$ cat config.mk
export PLATFORM = sky130hd
export DESIGN_NAME = keypad_encoder_param
export DESIGN_NICKNAME = d
export VERILOG_FILES = /design/src/rtl/keypad_encoder_param.sv
export SDC_FILE = /design/constraint.sdc
export NUM_CORES = 1
export LEC_CHECK = 0
export ABC_AREA = 1
export BUFFER_PORTS_ARGS = -buffer_cell sky130_fd_sc_hd__buf_2
export CORE_MARGIN = 8
export CORE_UTILIZATION = 40
export CTS_CLUSTER_DIAMETER = 200
export CTS_CLUSTER_SIZE = 12
export DETAILED_ROUTE_END_ITERATION = 16
export GPL_ROUTABILITY_DRIVEN = 0
export PLACE_DENSITY_LB_ADDON = 0.05
export REMOVE_ABC_BUFFERS = 1
export SYNTH_ARGS = -nofsm -noshare
export SYNTH_HDL_FRONTEND = slang
export SYNTH_SLANG_ARGS = --single-unit
$ cat constraint.sdc
create_clock -name Hz_100_clock -period 1.75 [get_ports Hz_100_clock]
set_clock_uncertainty 0.1 [all_clocks]
set_input_delay 0.175 -clock Hz_100_clock [delete_from_list [all_inputs] [get_ports Hz_100_clock]]
set_output_delay 0.175 -clock Hz_100_clock [all_outputs]
set_load 0.005 [all_outputs]
$ cat src/rtl/keypad_encoder_param.sv
// -----------------------------------------------------------------------------
// keypad_encoder_param
//   Turns a one-hot keypad vector into a binary digit code and emits one
//   active-low load strobe per debounced press. Presses and releases are both
//   debounced, presses of more than one key are rejected until everything is
//   released, and a free-running divider produces the pgt_1Hz square wave.
//
// Ports
//   Hz_100_clock  in   1         sole clock, rising edge
//   reset         in   1         synchronous reset, active-high
//   enablen       in   1         active-low enable for accepting new presses
//   teclado       in   NUM_KEYS  keypad lines, bit i high = key i pressed
//   D             out  CODE_W    code of the last accepted key, held
//   loadn         out  1         active-low load strobe, one cycle per press
//   pgt_1Hz       out  1         50% square wave, period PGT_DIV cycles
//   multi_err     out  1         high while a multi-key press awaits release
// -----------------------------------------------------------------------------
module keypad_encoder_param #(
   parameter int NUM_KEYS       = 10,
   parameter int CODE_W         = 4,
   parameter int DEBOUNCE_TICKS = 3,
   parameter int PGT_DIV        = 100
) (
   input  logic                Hz_100_clock,
   input  logic                reset,
   input  logic                enablen,
   input  logic [NUM_KEYS-1:0] teclado,
   output logic [CODE_W-1:0]   D,
   output logic                loadn,
   output logic                pgt_1Hz,
   output logic                multi_err
);

   typedef enum logic [1:0] {IDLE, DEBOUNCE, LOAD, WAIT_REL} state_t;

   // The sample counter holds "samples seen so far", so the decision to leave
   // DEBOUNCE / WAIT_REL is taken when it already holds DEBOUNCE_TICKS-1 and
   // the current sample completes the run.
   localparam int                CNT_W    = $clog2(DEBOUNCE_TICKS + 1);
   localparam logic [CNT_W-1:0] CNT_LAST = CNT_W'(DEBOUNCE_TICKS - 1);

   localparam int                HALF     = PGT_DIV / 2;
   localparam int                DIV_W    = $clog2(HALF + 1);
   localparam logic [DIV_W-1:0] DIV_LAST = DIV_W'(HALF - 1);

   state_t              state, state_n;
   logic [CNT_W-1:0]    cnt, cnt_n;
   logic [NUM_KEYS-1:0] pattern, pattern_n;
   logic [CODE_W-1:0]   index, index_n;
   logic [CODE_W-1:0]   d_n;
   logic                loadn_n;
   logic                multi_err_n;

   logic [CODE_W-1:0]   key_idx;
   logic                any_key;
   logic                one_hot;
   logic                multi_key;

   logic [DIV_W-1:0]    div_cnt;

   // Key classification on the raw sample.
   assign any_key   = |teclado;
   assign one_hot   = any_key && ((teclado & (teclado - NUM_KEYS'(1))) == '0);
   assign multi_key = any_key && !one_hot;

   // Index of the set bit; only meaningful when one_hot is true.
   always_comb begin
      key_idx = '0;
      for (int i = 0; i < NUM_KEYS; i++) begin
         if (teclado[i]) key_idx = CODE_W'(i);
      end
   end

   // Next-state and next-output logic.
   always_comb begin
      // NOTE: every signal gets a default first so no path leaves it unassigned,
      // which would otherwise infer a latch.
      state_n     = state;
      cnt_n       = cnt;
      pattern_n   = pattern;
      index_n     = index;
      d_n         = D;
      loadn_n     = 1'b1;
      multi_err_n = multi_err;

      unique case (state)
         IDLE: begin
            if (!enablen) begin
               if (one_hot) begin
                  pattern_n = teclado;
                  index_n   = key_idx;
                  if (DEBOUNCE_TICKS == 1) begin
                     // A single sample is already a full run.
                     d_n     = key_idx;
                     loadn_n = 1'b0;
                     state_n = LOAD;
                  end else begin
                     cnt_n   = CNT_W'(1);
                     state_n = DEBOUNCE;
                  end
               end else if (multi_key) begin
                  multi_err_n = 1'b1;
                  cnt_n       = '0;
                  state_n     = WAIT_REL;
               end
            end
         end

         DEBOUNCE: begin
            if (enablen || (teclado != pattern)) begin
               cnt_n   = '0;
               state_n = IDLE;
            end else if (cnt == CNT_LAST) begin
               // Strobe and code are registered on entry to LOAD, so loadn is
               // low exactly while the FSM sits in LOAD.
               d_n     = index;
               loadn_n = 1'b0;
               state_n = LOAD;
            end else begin
               cnt_n = cnt + CNT_W'(1);
            end
         end

         LOAD: begin
            cnt_n   = '0;
            state_n = WAIT_REL;
         end

         WAIT_REL: begin
            if (any_key) begin
               cnt_n = '0;
            end else if (cnt == CNT_LAST) begin
               cnt_n       = '0;
               multi_err_n = 1'b0;
               state_n     = IDLE;
            end else begin
               cnt_n = cnt + CNT_W'(1);
            end
         end

         default: state_n = IDLE;
      endcase
   end

   // State and output registers.
   always_ff @(posedge Hz_100_clock) begin
      // NOTE: sequential state uses non-blocking assignments so every register
      // samples the pre-edge values, independent of statement order.
      if (reset) begin
         state     <= IDLE;
         cnt       <= '0;
         pattern   <= '0;
         index     <= '0;
         D         <= '0;
         loadn     <= 1'b1;
         multi_err <= 1'b0;
      end else begin
         state     <= state_n;
         cnt       <= cnt_n;
         pattern   <= pattern_n;
         index     <= index_n;
         D         <= d_n;
         loadn     <= loadn_n;
         multi_err <= multi_err_n;
      end
   end

   // Free-running divider, independent of enablen and the FSM.
   always_ff @(posedge Hz_100_clock) begin
      if (reset) begin
         div_cnt <= '0;
         pgt_1Hz <= 1'b0;
      end else if (div_cnt == DIV_LAST) begin
         div_cnt <= '0;
         pgt_1Hz <= ~pgt_1Hz;
      end else begin
         div_cnt <= div_cnt + DIV_W'(1);
      end
   end

endmodule

==> results.toml, run 1 <==
[outcome]
status = "finished clean"

[global_routing]
antenna_found_initial = 0
grt_use_total_pct = 11.8
grt_first_pass_wirelength_mm = 6.86
grt_max_degree = 16
grt.overflow.total = 0
grt_pass1_vias = 1530

[synth]
synth.most_common_cell = "nand2_1"
ys_seq_area_share_pct = 33.9
synth_cell_types = 25
syn_avg_cell_area_sq_um = 6.55
yosysTopAreaCell = "dfxtp_1"
synth-edff-count = 0
netlist_area_sq_um = 1830
ys_top_cells_by_count = "61 x nand2_1, 44 x nor2_1, 42 x inv_1"
ys_warn_count = 0
yosysTopAreaCellShare_pct = 33.9
synth_flop_cell = "dfxtp_1"
synth-seq-cells = 31
ys_async_sr_fraction_pct = 0
netlist_instances = 280
synth.area.top_cells = "dfxtp_1 34%, nand2_1 12%, nor2_1 9.0%"

[min_path]
min_path_cells = 2
hold_start = "reset"
min_to = "pattern[9]"
hold_path_class = "input port to flop"

[critical_path]
cp_slowest_cell = "dfxtp_2"
critical_path_class = "flop to flop"
crit_fanout = 5
rr_startpoint = "pattern[6]"
worstRegToRegCells = 12
critPathMostFrequentCell = "nand2_2"
cp.depth = 12
critPathBufInv = 1
cp.arrival_ns = 1.76
crit_chain = "inv_2, nand2_2, nand2_2, nor2_4, nand2_2, nor2_4, nand2_2, nor2_4, nand2_4, nand2_4, nand2_2, a21oi_2"
rrSetupSlack_ns = 0.12
worst_path_largest_cell_delay_ns = 0.35
worstSetupEndpointType = "flop"
cp-start-kind = "flop"
r2r_end = "cnt[1]"
critPathTopFamily = "simple AND/OR/NAND/NOR gates"
crit_start = "pattern[6]"
cp.required_ns = 1.88

[place]
dp_hpwl_mm = 3.05
placed_area_sq_um = 1990
placed_cells = 354
io_buffer_count = 19

[die]
start_util_pct = 41.8
die-height_microns = 83.7
die-area_sq_um = 7000
ios = 20
die_width_microns = 83.7
core.rowCount = 24
fp.coreArea_sq_um = 4380

[power_and_ir_drop]
power.switching_w = 0.000451
p_leak_nw = 1.04
pwr_density_cell_nw_per_um2 = 695
max-vdd-ir-drop_v = 0.000565
p_int_w = 0.00109
comb_power_share_pct = 15.2
power_frac_clock_pct = 36.7
seqPwrFrac_pct = 48.1
switching_share_pct = 29.2

[sta]
setup_viol = 0
holdWs_ns = 0.0172
hold_violations = 0
maxSlewHeadroom_pct = 72.8
fin_crit_ns = 1.63
worst_pin_slew_ns = 0.408
maxSlewViolCount = 0
post-route-period-util_pct = 93.1
max_freq_mhz = 613
fin_tns_setup_ns = 0

[route]
avgViaCountPerCell = 4.60
drc = 0
wirelength_mm = 4.22
drtIter0Drc = 85
routedWlPerCell_microns = 11.4
ant_nets = 0
num_vias = 1697
firstDrtPassIters = 4

[clock_tree]
clockBufferDepth = 2
cts_sinks = 31
cts_tree = "yes"
clk_latency_ns = 0.29
cts_root_buffer = "clkbuf_8"
cts-htree-levels = 2
clk_pin_slew_ns = 0.07
cts_made_buffers = 5

[finish]
final_cells = 369
n_antenna_cell = 0
layout.nets = 334
final_area_sq_um = 2220
syn_to_final_growth_pct = 21.2
drive_above_1_share_pct = 30.6

[run]
maxCapViolations = 0
==> registers in the layout (all words and copies together), names as in the netlist <==
signal     cells
D              4
cnt            2
div_cnt        6
index          4
loadn          1
multi_err      1
pattern       10
pgt_1Hz        1
state          2
==> timing repair <==
action                                  4_1_cts  5_1_grt
resized for setup                             0       38
setup buffers                                 0        6
endpoints found under the setup margin        0       20
hold buffers                                  0        0
==> placed cells by master (no fill, tap or decap), types with 3 or more instances in the layout <==
cell / count
nor2_2: 15
inv_2: 5
nand2_1: 54
nor2_1: 41
a21oi_1: 11
o21ai_0: 8
buf_2: 19
o21ai_1: 13
inv_1: 40
nor2_4: 9
nand2_4: 3
dfxtp_1: 24
nand2_2: 10
nand3_1: 15
ha_1: 4
clkbuf_8: 5
dfxtp_2: 6
buf_4: 13
==> through the flow <==
step | setup WS [ns] | total power, W | util [%]
2_1_floorplan | 0.0287 | 0.000886 | -
3_3_place_gp | 0.0666 | 0.000971 | 45.5
3_5_place_dp | 0.0531 | 0.000969 | 45.5
4_1_cts | 0.0615 | 0.00154 | 47.4
5_1_grt | -0.00579 | 0.00163 | 50.7
6_report | 0.120 | 0.00154 | 50.7
==> how the worst max path moves through the flow <==
stage	to
3_5_place_dp	index[1]
3_3_place_gp	pattern[9]
2_1_floorplan	index[0]
5_1_grt	cnt[1]
6_report	cnt[1]
4_1_cts	index[1]
==> per-layer routing <==
metal | track usage, % | share of wire, % | up-vias
li1 | - | - | 928
met1 | 14.7 | 52 | 736
met2 | 17.6 | 41 | 27
met3 | 4.69 | 5.6 | 6
met4 | 4.71 | 1.4 | 0
met5 | 0 | 0 | -
==> power by group through the flow <==
stage	sequential [W]	clock [W]	combinational [W]
floorplan	0.000754	0	0.000131
global placement	0.000757	0	0.000214
detailed placement	0.000757	0	0.000212
CTS	0.000741	0.000590	0.000213
global route	0.000745	0.000623	0.000266
finish	0.000743	0.000568	0.000234
==> final cells by class <==
class                   count  area, sq um
clock buffers               6         72.6
repair buffers             34          215
flip-flops and latches     31          632
inverters                  48          183
well taps                  52         65.1
fillers                   451         2160
clock inverters             2         12.5
multi-input cells         196         1040
==> logic make-up (layout without fill, tap and decap cells) <==
| kind of cell | count (synthesis) | after routing | synth area share [%] |
|---|---|---|---|
| AO/OA/AOI/OAI | 34 | 34 | 9.49 |
| XOR/XNOR | 2 | 2 | 0.956 |
| adder cells (fa/ha/maj) | 5 | 5 | 3.41 |
| buffers and inverters | 54 | 90 | 13.5 |
| flip-flops | 31 | 31 | 33.9 |
| AND/OR/NAND/NOR | 154 | 155 | 38.8 |
Note: power is estimated with default switching activity, not from simulation.
==> inputs of run 2 (changes only) <==
--- a/config.mk
+++ b/config.mk
@@ -13,6 +13,7 @@
 export CTS_CLUSTER_SIZE = 12
 export DETAILED_ROUTE_END_ITERATION = 16
 export GPL_ROUTABILITY_DRIVEN = 0
+export MAX_ROUTING_LAYER = met4
 export PLACE_DENSITY_LB_ADDON = 0.05
 export REMOVE_ABC_BUFFERS = 1
 export SYNTH_ARGS = -nofsm -noshare
==> results.toml, run 2 (synthesis results as in run 1) <==
[sta]
post-route-period-util_pct = 93.1
hold_violations = 0
maxSlewViolCount = 0
worst_pin_slew_ns = 0.399
maxSlewHeadroom_pct = 73.3
setup_viol = 0
max_freq_mhz = 614
fin_tns_setup_ns = 0
holdWs_ns = 0.0161
fin_crit_ns = 1.63

[die]
die-area_sq_um = 7000
core.rowCount = 24
die_width_microns = 83.7
ios = 20
start_util_pct = 41.8
fp.coreArea_sq_um = 4380
die-height_microns = 83.7

[run]
maxCapViolations = 0

[finish]
syn_to_final_growth_pct = 21.2
fin_util_pct = 50.7
final_area_sq_um = 2220
layout.nets = 334
largest_reg_flops = 10
n_antenna_cell = 0
final-seq-area_sq_um = 632
multi_input_area_sq_um = 1040
final_cell_mix = "54 x nand2_1, 41 x nor2_1, 40 x inv_1"
layout_commonest_cell = "nand2_1"
nFillCells = 451
top_register = "pattern"
drive_above_1_share_pct = 30.6
reg.largest.list = "pattern (10), div_cnt (6)"

[route]
drc = 0
drtIter0Drc = 72
num_vias = 1695
wirelength_mm = 4.23
routedWlPerCell_microns = 11.5
avgViaCountPerCell = 4.59
firstDrtPassIters = 4
ant_nets = 0

[global_routing]
antenna_found_initial = 0
grt.overflow.total = 0
grt_first_pass_wirelength_mm = 6.86
grt_pass1_vias = 1520
grt_max_degree = 16
grt_use_total_pct = 12.1

[clock_tree]
cts_tree = "yes"
cts_root_buffer = "clkbuf_8"
clockBufferDepth = 2
cts_made_buffers = 5
clk_pin_slew_ns = 0.07
cts-htree-levels = 2
cts_sinks = 31
clk_latency_ns = 0.29
cts-hold-fix-buffers = 0

[power_and_ir_drop]
p_leak_nw = 1.04
power_w = 0.00154
max-vdd-ir-drop_v = 0.000565
pwr_density_cell_nw_per_um2 = 695
p_int_w = 0.00109
power.switching_w = 0.000452
seqPwrFrac_pct = 48.1
power_frac_clock_pct = 36.7
comb_power_share_pct = 15.2
switching_share_pct = 29.2

[min_path]
hold_path_class = "input port to flop"

[place]
dp_hpwl_mm = 3.05
placed_area_sq_um = 1990
io_buffer_count = 19

[critical_path]
cp.required_ns = 1.88
critical_path_class = "flop to flop"
worstSetupEndpointType = "flop"
cp.arrival_ns = 1.76
crit_fanout = 5
cp-start-kind = "flop"

[outcome]
status = "finished clean"
==> run 2: cell counts in the layout (fill, tap and decap cells not counted) <==
Identical to the previous run, type by type.
==> run 2: per-stage QoR <==
stage | worst slack [ns] | cells
finish | 0.120 | 369
floorplan | 0.0287 | 274
CTS | 0.0615 | 362
global placement | 0.0666 | 354
detailed placement | 0.0531 | 354
global route | -0.00579 | 369
==> run 2: repair_timing <==
item,4_1_cts,5_1_grt
endpoints found under the setup margin,0,20
setup buffers,0,6
gates resized for setup,0,38
==> run 2: worst max-delay path, stage by stage (launching register included) <==
cell and delay [ns]:
dfxtp_2 0.35, inv_2 0.04, nand2_2 0.05, nand2_2 0.06, nor2_4 0.10, nand2_2 0.08, nor2_4 0.12, nand2_2 0.07
nor2_4 0.22, nand2_4 0.11, nand2_4 0.10, nand2_2 0.05, a21oi_2 0.12
==> run 2: layout make-up <==
| type | count | area share [%] |
|---|---|---|
| multi-input combinational | 196 | 46.9 |
| sequential | 31 | 28.4 |
| timing repair buffer | 34 | 9.68 |
| inverter | 48 | 8.22 |
| clock buffer | 6 | 3.27 |
| tap | 52 | 2.93 |
| clock inverter | 2 | 0.563 |
==> run 2: power groups by stage <==
stage	Combinational, W	Clock [W]	Sequential, W
after floorplan	0.000131	0	0.000754
after global placement	0.000214	0	0.000757
after detailed placement	0.000212	0	0.000757
after CTS	0.000213	0.000590	0.000741
after global routing	0.000266	0.000623	0.000745
final	0.000235	0.000568	0.000743
==> run 2: worst paths after layout <==
kind / start / end / slack [ns] / cells after the start
worst max-delay path: pattern[6] / cnt[1] / 0.12 / 12
worst min-delay path: reset / pattern[9] / 0.02 / 2
worst max register to register: pattern[6] / cnt[1] / 0.12 / 12
worst min register to register: multi_err / multi_err / 0.34 / 2
==> run 2: layer usage <==
metal,GRT usage (%),wire length [microns]
met1,14.7,2190
met2,17.6,1740
met3,4.69,234
met4,4.71,58
met5,-,0
